File: src/rtl/kennedy_transmitter.sv
// UART transmitter: start bit, 8 data bits LSB-first, optional parity, 1 or 2 stop bits.
// Bit periods are counted in s_tick strobes from the shared baud generator.
module kennedy_transmitter #(
  parameter int OVERSAMPLE_RATE = 16,
  parameter int PARITY_EN       = 0,
  parameter int PARITY_ODD      = 0,
  parameter int STOP_BITS       = 1
) (
  input  logic       clk,
  input  logic       rstN,
  input  logic       tx_enabled,
  input  logic       start,
  input  logic [7:0] data_in,
  input  logic       s_tick,
  output logic       tx,
  output logic       busy,
  output logic       done
);

  typedef enum logic [2:0] {IDLE, START, DATA, PARITY, STOP} state_t;

  localparam logic [3:0] LAST_TICK = 4'(OVERSAMPLE_RATE - 1);

  state_t      r_state, w_state_nxt;
  logic [3:0]  r_tick, w_tick_nxt;
  logic [2:0]  r_bit, w_bit_nxt;
  logic [7:0]  r_shift, w_shift_nxt;
  logic        r_par, w_par_nxt;
  logic        r_stop, w_stop_nxt;
  logic        w_tx_nxt, w_busy_nxt, w_done_nxt;
  logic        w_bit_end;

  assign w_bit_end = s_tick && (r_tick == LAST_TICK);

  always_ff @(posedge clk or negedge rstN) begin
    if (!rstN) begin
      r_state <= IDLE;
      r_tick  <= '0;
      r_bit   <= '0;
      r_shift <= '0;
      r_par   <= 1'b0;
      r_stop  <= 1'b0;
      tx      <= 1'b1;
      busy    <= 1'b0;
      done    <= 1'b0;
    end else begin
      r_state <= w_state_nxt;
      r_tick  <= w_tick_nxt;
      r_bit   <= w_bit_nxt;
      r_shift <= w_shift_nxt;
      r_par   <= w_par_nxt;
      r_stop  <= w_stop_nxt;
      tx      <= w_tx_nxt;
      busy    <= w_busy_nxt;
      done    <= w_done_nxt;
    end
  end

  always_comb begin
    w_state_nxt = r_state;
    w_tick_nxt  = r_tick;
    w_bit_nxt   = r_bit;
    w_shift_nxt = r_shift;
    w_par_nxt   = r_par;
    w_stop_nxt  = r_stop;
    w_done_nxt  = 1'b0;
    // Non-bit-end ticks just advance the counter; idle cycles hold everything.
    if (s_tick && !w_bit_end) w_tick_nxt = r_tick + 4'd1;
    case (r_state)
      IDLE: begin
        w_tick_nxt = r_tick;
        if (start && tx_enabled) begin
          w_shift_nxt = data_in;
          w_par_nxt   = (^data_in) ^ (PARITY_ODD != 0);
          w_tick_nxt  = '0;
          w_state_nxt = START;
        end
      end
      START: begin
        if (w_bit_end) begin
          w_tick_nxt  = '0;
          w_bit_nxt   = '0;
          w_state_nxt = DATA;
        end
      end
      DATA: begin
        if (w_bit_end) begin
          w_tick_nxt  = '0;
          w_shift_nxt = {1'b0, r_shift[7:1]};
          w_bit_nxt   = r_bit + 3'd1;
          if (r_bit == 3'd7) begin
            w_stop_nxt  = 1'b0;
            w_state_nxt = (PARITY_EN != 0) ? PARITY : STOP;
          end
        end
      end
      PARITY: begin
        if (w_bit_end) begin
          w_tick_nxt  = '0;
          w_stop_nxt  = 1'b0;
          w_state_nxt = STOP;
        end
      end
      STOP: begin
        if (w_bit_end) begin
          w_tick_nxt = '0;
          if (STOP_BITS == 2 && !r_stop) begin
            w_stop_nxt = 1'b1;
          end else begin
            w_state_nxt = IDLE;
            w_done_nxt  = 1'b1;
          end
        end
      end
      default: begin
        w_state_nxt = IDLE;
        w_tick_nxt  = '0;
      end
    endcase
    // Line level follows the state being entered so tx comes straight from a flop.
    case (w_state_nxt)
      START:   w_tx_nxt = 1'b0;
      DATA:    w_tx_nxt = w_shift_nxt[0];
      PARITY:  w_tx_nxt = r_par;
      default: w_tx_nxt = 1'b1;
    endcase
    w_busy_nxt = (w_state_nxt != IDLE);
  end

endmodule

File: config.mk
export PLATFORM = sky130hd
export DESIGN_NAME = kennedy_transmitter
export DESIGN_NICKNAME = d
export VERILOG_FILES = /design/src/rtl/kennedy_transmitter.sv
export SDC_FILE = /design/constraint.sdc
export NUM_CORES = 1
export LEC_CHECK = 0
export CAP_MARGIN = 5
export CORE_ASPECT_RATIO = 2
export CORE_MARGIN = 2
export CORE_UTILIZATION = 35
export DETAILED_ROUTE_END_ITERATION = 16
export DONT_BUFFER_PORTS = 1
export SETUP_SLACK_MARGIN = 0.15
export SLEW_MARGIN = 20
export SYNTH_ARGS = -nofsm -noshare
export SYNTH_HDL_FRONTEND = slang
export SYNTH_SLANG_ARGS = --single-unit
File: constraint.sdc
create_clock -name clk -period 2.5 [get_ports clk]
set_clock_uncertainty 0.15 [all_clocks]
set_input_delay 0.5 -clock clk [delete_from_list [all_inputs] [get_ports clk]]
set_output_delay 0.5 -clock clk [all_outputs]
set_load 0.03 [all_outputs]
==> impl_metrics.toml <==
[outcome]
status = "finished clean"

[logic_synthesis]
synth_top_area_share_pct = 45.5
synth_area_leader_cell = "dfrtp_1"
yosys_warnings = 0
synth-seq-cells = 22
ys_seq_area_share_pct = 47.8
synth_area_mm2 = 0.00115
synth_area_leaders = "dfrtp_1 46%, nand2_1 6.5%, xnor2_1 5.3%, a22oi_1 5.2%, o21ai_0 3.9%"
synth_nets = 130
synth_cell_types = 36
synthCells = 114
avgSynthCellArea_um2 = 10.1

[critical_path]
cp.arrival_ns = 2.07
cp-end-kind = "flop"
reg2reg_depth = 5
crit_type = "reg -> reg"
required_ns = 2.53
start_kind = "flop"
cp_max_fo = 8

[cts]
cts-resized-gates = 0
clock-sinks = 22
cts_max_level = 1
cts_tree = "done"
cts-hold-fix-buffers = 1
path_clk_slew_ns = 0.08
cts_made_buffers = 3
cts_buffer_depth = 2
post_cts_buffers = 0
cts-root-buf = "clkbuf_8"
clk_latency_ns = 0.26

[floorplan]
initial_utilization_pct = 36.6
die_x_um = 44.6
die_height_um = 85.2
num_io_pins = 16
num_rows = 29
dieArea_mm2 = 0.00380
coreArea_mm2 = 0.00316

[route]
wl_met3_um = 140
wl_um = 2410
drt_first_pass_iters = 4
viasPerCell = 5.97
wl_per_cell_um = 16.3
top_layer = "met4"
drt_first_iter_violations = 19
route.detailed.drc = 0
final_antenna_net_count = 0
wl_met1_um = 858
met2WireLength_um = 1390
vias = 883

[cells_and_area]
fin_nets = 134
layout-drive-gt1-share_pct = 12.0
diodes = 0
fill_cells = 309
area_delta_synth_final_pct = 8.45

[timing]
fmax_mhz = 490
slew_headroom_pct = 56.4
setup_ws_ns = 0.460
min_period_over_period_pct = 81.6
setup_viol = 0
rsz0062_at_grt = "false"
hold_viol_final = 0
drv_slew = 0
max_slew.worst_pin.slew_ns = 0.649
finalCriticalPeriod_ns = 2.04
fin_tns_setup_ns = 0

[placement]
dp_hpwl_um = 1900
post-place-ws_ns = 0.485
io_buffers = 0
place_congestion = 0.751

[power]
ir_drop_mv = 0.368
p_leak_nw = 0.551
pwr_density_cell_mw_per_mm2 = 978

[global_routing]
antenna_found_initial = 0
grt.overflow.total = 0
grt_pass1_vias = 911
grt_max_degree = 23
grt_pass1_wl_um = 3930
grtUsageTotal_pct = 13.9

[job]
max_cap_violations = 0

[hold_path]
hold_class = "in -> async"
[per-stage QoR]
stage	area [um^2]	total power, W	cells	hold WS (ns)	util, %
floorplan	1150	0.000827	114	0.0544	-
global placement	1180	0.000884	143	0.0549	37.3
detailed placement	1180	0.000900	143	0.0549	37.3
CTS	1260	0.00124	148	0.227	39.8
global route	1250	0.00130	148	0.0774	39.7
finish	1250	0.00123	148	0.0489	39.7
[final cells by class]
class,count,area [um^2],area share [%]
repair buffers,3,20.0,1.60
inverters,2,7.51,0.599
clock buffers,3,41.3,3.30
flip-flops and latches,22,552,44.1
multi-input cells,86,563,45.0
clock inverters,1,30.0,2.40
well taps,31,38.8,3.10
[cell usage after synthesis]
cell	n
dfrtp_1	21
a221o_1	1
nand4b_1	1
a22o_1	1
a211o_1	1
o21a_1	1
o32a_4	1
o21ai_0	9
mux2i_1	1
nor2_2	1
dfstp_2	1
a21oi_1	2
buf_6	2
nand4_2	1
or3_1	1
nand3_1	2
xnor2_1	7
nand2_1	20
nor3_1	7
o31ai_1	1
a2bb2oi_1	1
inv_1	2
nand4_1	1
a41o_1	1
ha_1	3
o22ai_1	2
and4_1	1
o21bai_1	1
or3_4	1
or2_2	2
a2111o_1	1
a22oi_1	8
a21o_1	1
nor2_1	3
nand2b_1	2
buf_2	2
[layer usage]
metal | up-vias | GRT usage [%]
li1 | 422 | -
met3 | 2 | 2.77
met5 | - | 0
met2 | 20 | 26.7
met1 | 439 | 13.5
met4 | 0 | 4.96
[cell families after synthesis]
kind of cell	share of synthesized area [%]
AOI/OAI and AO/OA	20.6
xor gates and xnor gates	5.31
adders and majority gates	3.25
buffers and inverters	3.47
DFF	47.8
muxes	0.867
and+or+nand+nor	18.7
[path summary, 6_finish.rpt]
kind	start	end	slack, ns
max in group asynchronous	rstN	tx$_DFF_PN1_	1.80
min in group clk	data_in[6]	r_shift[6]$_DFFE_PN0P_	0.23
setup reg to reg	r_tick[0]$_DFFE_PN0P_	tx$_DFF_PN1_	0.46
hold reg to reg	r_shift[3]$_DFFE_PN0P_	r_shift[3]$_DFFE_PN0P_	0.34
hold / removal	rstN	r_shift[4]$_DFFE_PN0P_	0.05
setup / recovery	r_tick[0]$_DFFE_PN0P_	tx$_DFF_PN1_	0.46
[registers in the layout (all words and copies together) (netlist names)]
signal,count
busy,1
done,1
r_bit,3
r_par,1
r_shift,8
r_state,3
r_tick,4
tx,1
[critical path, cell delays in order (launching register included)]
cell and delay, ns:
dfrtp_1 0.40, ha_1 0.23, nand4_2 0.24, o32a_4 0.46
a221o_1 0.33, a2bb2oi_1 0.15
[report_power, final]
group	internal [W]	total, W	switching, W	leakage [nW]
Combinational	0.000132	0.000289	0.000157	0.241
Clock	0.000214	0.000328	0.000115	0.0357
Sequential	0.000484	0.000608	0.000124	0.275
[layout by cell type, fill, tap and decap left out, drive strengths merged]
master	count
nor3	7
a21o	1
o21ai	9
a221o	1
o21bai	1
inv	2
o32a	1
clkbuf	3
nor2	4
or2	2
a211o	1
o31ai	1
ha	3
o21a	1
nand4	2
bufinv	1
dfstp	1
or3	2
mux2i	1
a22oi	8
a2bb2oi	1
o22ai	2
a21oi	2
nand2b	2
nand4b	1
nand2	20
a2111o	1
a22o	1
a41o	1
xnor2	7
and4	1
dfrtp	21
nand3	2
buf	3
Note: power is estimated with default switching activity, not from simulation.
